$ cat src/rtl/pipe_stage_skid.sv
// pipe_stage_skid: generic pipeline stage register for any stage boundary
// (IF/ID, ID/EX, EX/MEM, MEM/WB).
//
// - Carries NFIELD fields of DATA_W bits each. Field k sits at
//   bits [k*DATA_W +: DATA_W].
// - Valid/ready handshake on both sides.
// - A 2-entry skid buffer keeps in_ready free of any combinational path
//   from out_ready.
// - EN=0 freezes all state and blocks transfers on both sides.
// - CLR flushes both slots to bubbles holding NOP_VAL. CLR has priority over EN.
//
// Optional build macro: PIPE_STAGE_PERF_CNT_EN
// - Adds saturating 16-bit stall_cnt and bubble_cnt outputs.
module pipe_stage_skid #(
  parameter int DATA_W = 32,
  parameter int NFIELD = 2,
  parameter logic [NFIELD*DATA_W-1:0] NOP_VAL = '0
) (
  input  logic                     clk,
  input  logic                     RST,
  input  logic                     EN,
  input  logic                     CLR,
  input  logic                     in_valid,
  output logic                     in_ready,
  input  logic [NFIELD*DATA_W-1:0] in_data,
  output logic                     out_valid,
  input  logic                     out_ready,
  output logic [NFIELD*DATA_W-1:0] out_data
`ifdef PIPE_STAGE_PERF_CNT_EN
  ,
  output logic [15:0]              stall_cnt,
  output logic [15:0]              bubble_cnt
`endif
);

  localparam int W = NFIELD * DATA_W;

  // Main slot feeds the output.
  // The skid slot catches the one payload accepted while the main slot
  // could not drain.
  logic         m_valid;
  logic [W-1:0] m_data;
  logic         s_valid;
  logic [W-1:0] s_data;

  logic         m_valid_next;
  logic [W-1:0] m_data_next;
  logic         s_valid_next;
  logic [W-1:0] s_data_next;

  logic in_fire;
  logic out_fire;

  // Handshake outputs.
  // - in_ready depends only on registered state and EN.
  // - Once the skid slot is occupied, no further input is accepted.
  assign in_ready  = EN & ~s_valid;
  assign out_valid = EN & m_valid;
  assign in_fire   = in_valid & in_ready;
  assign out_fire  = out_valid & out_ready;

  // When the stage is empty, each field shows its NOP_VAL slice.
  genvar gi;
  generate
    for (gi = 0; gi < NFIELD; gi++) begin : g_field
      assign out_data[gi*DATA_W +: DATA_W] = m_valid ? m_data[gi*DATA_W +: DATA_W]
                                                     : NOP_VAL[gi*DATA_W +: DATA_W];
    end
  endgenerate

  // Next-state for both slots.
  // Priority: flush, then stall (hold), then normal handshake update.
  always_comb begin
    m_valid_next = m_valid;
    m_data_next  = m_data;
    s_valid_next = s_valid;
    s_data_next  = s_data;
    if (CLR) begin
      // Any input offered this cycle is discarded.
      // An output taken this cycle has already completed downstream.
      m_valid_next = 1'b0;
      m_data_next  = NOP_VAL;
      s_valid_next = 1'b0;
      s_data_next  = NOP_VAL;
    end else if (EN) begin
      if (!m_valid) begin
        // Empty stage: the incoming payload goes straight to the main slot.
        if (in_fire) begin
          m_valid_next = 1'b1;
          m_data_next  = in_data;
        end
      end else if (out_fire) begin
        if (s_valid) begin
          // Drain the skid slot into main.
          // in_ready was low, so no input arrives this cycle.
          m_data_next  = s_data;
          s_valid_next = 1'b0;
        end else if (in_fire) begin
          // Pass-through at full throughput.
          m_data_next = in_data;
        end else begin
          m_valid_next = 1'b0;
        end
      end else if (in_fire) begin
        // Main slot is blocked downstream, so park the new payload in skid.
        s_valid_next = 1'b1;
        s_data_next  = in_data;
      end
    end
  end

  // Slot registers.
  // Asynchronous reset empties the stage immediately.
  always_ff @(posedge clk or posedge RST) begin
    if (RST) begin
      m_valid <= 1'b0;
      m_data  <= NOP_VAL;
      s_valid <= 1'b0;
      s_data  <= NOP_VAL;
    end else begin
      m_valid <= m_valid_next;
      m_data  <= m_data_next;
      s_valid <= s_valid_next;
      s_data  <= s_data_next;
    end
  end

`ifdef PIPE_STAGE_PERF_CNT_EN
  // Stall counter: cycles with EN low. Saturates; cleared by reset or flush.
  always_ff @(posedge clk or posedge RST) begin
    if (RST) begin
      stall_cnt <= 16'h0000;
    end else if (CLR) begin
      stall_cnt <= 16'h0000;
    end else if (!EN && (stall_cnt != 16'hFFFF)) begin
      stall_cnt <= stall_cnt + 16'd1;
    end
  end

  // Bubble counter: enabled cycles with an empty main slot.
  // Saturates; cleared by reset or flush.
  always_ff @(posedge clk or posedge RST) begin
    if (RST) begin
      bubble_cnt <= 16'h0000;
    end else if (CLR) begin
      bubble_cnt <= 16'h0000;
    end else if (EN && !m_valid && (bubble_cnt != 16'hFFFF)) begin
      bubble_cnt <= bubble_cnt + 16'd1;
    end
  end
`endif

endmodule

$ cat config.mk
export PLATFORM = sky130hd
export DESIGN_NAME = pipe_stage_skid
export DESIGN_NICKNAME = d
export VERILOG_FILES = /design/src/rtl/pipe_stage_skid.sv
export SDC_FILE = /design/constraint.sdc
export NUM_CORES = 1
export LEC_CHECK = 0
export CAP_MARGIN = 10
export CELL_PAD_IN_SITES_DETAIL_PLACEMENT = 0
export CELL_PAD_IN_SITES_GLOBAL_PLACEMENT = 2
export CORE_UTILIZATION = 32
export CTS_CLUSTER_SIZE = 24
export DETAILED_ROUTE_END_ITERATION = 6
export GPL_TIMING_DRIVEN = 0
export PLACE_DENSITY = 0.78
export SKIP_LAST_GASP = 1
export SLEW_MARGIN = 20
export SYNTH_ARGS = -nofsm -noshare
export SYNTH_HDL_FRONTEND = slang
export SYNTH_SLANG_ARGS = --single-unit
$ cat constraint.sdc
create_clock -name clk -period 4.7 [get_ports clk]
set_input_delay 0.94 -clock clk [delete_from_list [all_inputs] [get_ports clk]]
set_output_delay 0.94 -clock clk [all_outputs]
set_load 0.005 [all_outputs]
==> flow_metrics.tcl <==
set metrics [dict create \
    status "finished clean" \
    grt_overflow 0 \
    ff2ff_path_depth 5 \
    numClockSinks 130 \
    r2r-start "m_valid" \
    grt_max_degree 83 \
    num_io_pins 136 \
    rrSetupSlack_ns 2.65 \
    first_pass_iters 5 \
    die_x_um 146.9 \
    synth_compound_area_frac 0.2807 \
    cp-start-kind "flip-flop" \
    synth_mux_area_frac 0 \
    synth_top_family_by_area "compound AO/OA/AOI/OAI gates" \
    antenna_left 0 \
    rsz0062_at_grt "false" \
    diodes 0 \
    critical_path_peak_fanout 10 \
    arrival_ns 2.88 \
    cap_violations 0 \
    final_nets 928 \
    portBuffers 134 \
    clkTransAtPathRegs_ns 0.06 \
    peakVddDrop_mv 0.2075 \
    synth.ff_latch_count 130 \
    wl_per_cell_um 19.20 \
    wirelength_um 21890 \
    hold_end "m_data[42]" \
    endpoint_kind "output port" \
    synth-simple-area-share 0.1813 \
    place_congestion 0.8105 \
    initial_core_util 0.3288 \
    cts.repair.resized 0 \
    die_h_um 146.9 \
    antenna_found_initial 0 \
    path_class "reg2out" \
    clock_path_buffers 2 \
    postSynthCellCount 704 \
    die_area_um2 21570 \
    htree_levels 4 \
    min_from "m_data[42]" \
    p_per_area_nw_per_um2 317.0 \
    final_util 0.4429 \
    yosys_warnings 0 \
    postCtsHoldBufs 0 \
    layout_common_cells "nand2_1, clkdlybuf4s50_1, dfrtp_1, and2_1, a21oi_1" \
    synthAdderAreaFrac 0 \
    hold_depth 2 \
    finalSetupViolations 0 \
    synth_ff_type "dfrtp_1" \
    seq_area_frac_synth 0.4844 \
    r2r_end "m_data[20]" \
    cts_tree "yes" \
    cts_inserted_buffers 17 \
    layout-drive-gt1-share 0.08276 \
    fmax_mhz 261.8 \
    syn_area_um2 6716 \
    synth_edf_count 0 \
    placeableCoreArea_um2 20430 \
    grt_usage 0.2070 \
    num-fill-cells 2005 \
    required_ns 3.76 \
    final_max_slew_viol_count 0 \
    cts-root-buf "clkbuf_16" \
    vias 6261 \
    syn_nets 774 \
    via_per_inst 5.492 \
    p_total_mw 2.868 \
    final_common_cell "nand2_1" \
    worst_pin_slew_ns 0.8922 \
    rows 52 \
    period_share 0.8128 \
    drc 0 \
    p_leak_nw 3.877 \
    drt-initial-drc-count 407 \
    synthXorXnorAreaFrac 0 \
    dp_hpwl_um 14920 \
    post-route-min-period_ns 3.820 \
    place_ws_ns 1.321 \
    min_path_type "reg2reg" \
    grt_pass1_wl_um 34850 \
    syn_area_per_cell_um2 9.540 \
    grt_pass1_vias 6519 \
    area_growth_pct 34.71 \
    finClkSkew_ns 0.006027 \
    synth-async-reset-ratio 1.000 \
    hold_viol 0 \
    maxSlewHeadroom 0.4007 \
    post_cts_buffers 0 \
    clock_latency_ns 0.41 \
    setup_slack_ns 0.8798 \
    synth_cell_type_count 26 \
]
[where the power goes]
group	switching, mW	internal, mW	leakage, nW
Sequential	0.0211	1.15	1.80
Clock	0.498	0.908	0.301
Combinational	0.174	0.120	1.77
Total	0.693	2.17	3.88
[stage by stage]
stage / cell area, um2 / setup TNS [ns] / std cells / hold WS, ns
after global placement: 8396 / -227.20 / 1108 / 0.4705
final: 9047 / 0 / 1140 / 0.4868
after detailed placement: 8431 / 0 / 1109 / 0.4757
after global routing: 9047 / 0 / 1140 / 0.5223
after CTS: 9047 / 0 / 1140 / 0.4905
after floorplan: 6716 / 0 / 704 / 0.4524
[state kept, by name, summed over array words and instances, names as in the netlist]
signal / count
s_data: 64
m_valid: 1
s_valid: 1
m_data: 64
[critical path: stages (launching register included)]
cell and delay [ns]:
dfrtp_1 0.39, clkbuf_1 0.49, buf_1 0.46, clkbuf_1 0.36
and2_1 0.24, clkdlybuf4s50_1 0.52
[cell usage after synthesis (3+ instances only)]
library cell	n	area, um2
nand2_1	135	506.7
dfrtp_1	130	3253
a21oi_1	66	330.3
and2_1	66	412.9
a22o_1	64	560.5
nor2b_1	36	225.2
a221o_1	34	340.3
clkbuf_1	32	120.1
o2111ai_1	30	262.8
o211ai_1	30	225.2
buf_2	27	135.1
o21ai_0	26	130.1
buf_6	6	67.56
o21ai_1	4	20.02
buf_4	3	22.52
[cell families (layout without fill, tap and decap cells)]
group / after synthesis / after routing
flip-flops: 130 / 130
buffers and inverters: 72 / 238
AND/OR/NAND/NOR: 246 / 246
AO/OA/AOI/OAI: 256 / 256
[worst max path at each step]
stage,slack [ns],end,startpoint
finish,0.88,out_data[54],m_valid
global placement,-1.76,m_data[3],RST
global route,0.74,out_data[54],m_valid
CTS,0.87,out_data[54],m_valid
detailed placement,1.32,out_data[54],m_valid
floorplan,0.29,m_data[0],RST
[per-layer routing]
layer	track usage	part of all wire	wire (um)	vias to the layer above
met3	0.05373	0.062	1362	27
met4	0.07448	0.015	330	0
met1	0.2734	0.44	9712	3126
li1	-	-	-	2871
met5	0.01136	0	0	-
met2	0.3254	0.48	10480	237
[final cells by class]
| type | count | area [um2] | share of cell area |
|---|---|---|---|
| Multi-Input combinational cell | 502 | 3103 | 0.3430 |
| Tap cell | 270 | 337.8 | 0.03734 |
| Clock buffer | 20 | 456.7 | 0.05048 |
| Clock inverter | 11 | 160.2 | 0.01770 |
| Timing Repair Buffer | 135 | 1369 | 0.1513 |
| Inverter | 2 | 15.01 | 0.001660 |
| Buffer | 70 | 352.8 | 0.03900 |
| Sequential cell | 130 | 3253 | 0.3596 |
No activity file was read; power rests on OpenSTA's default activity.
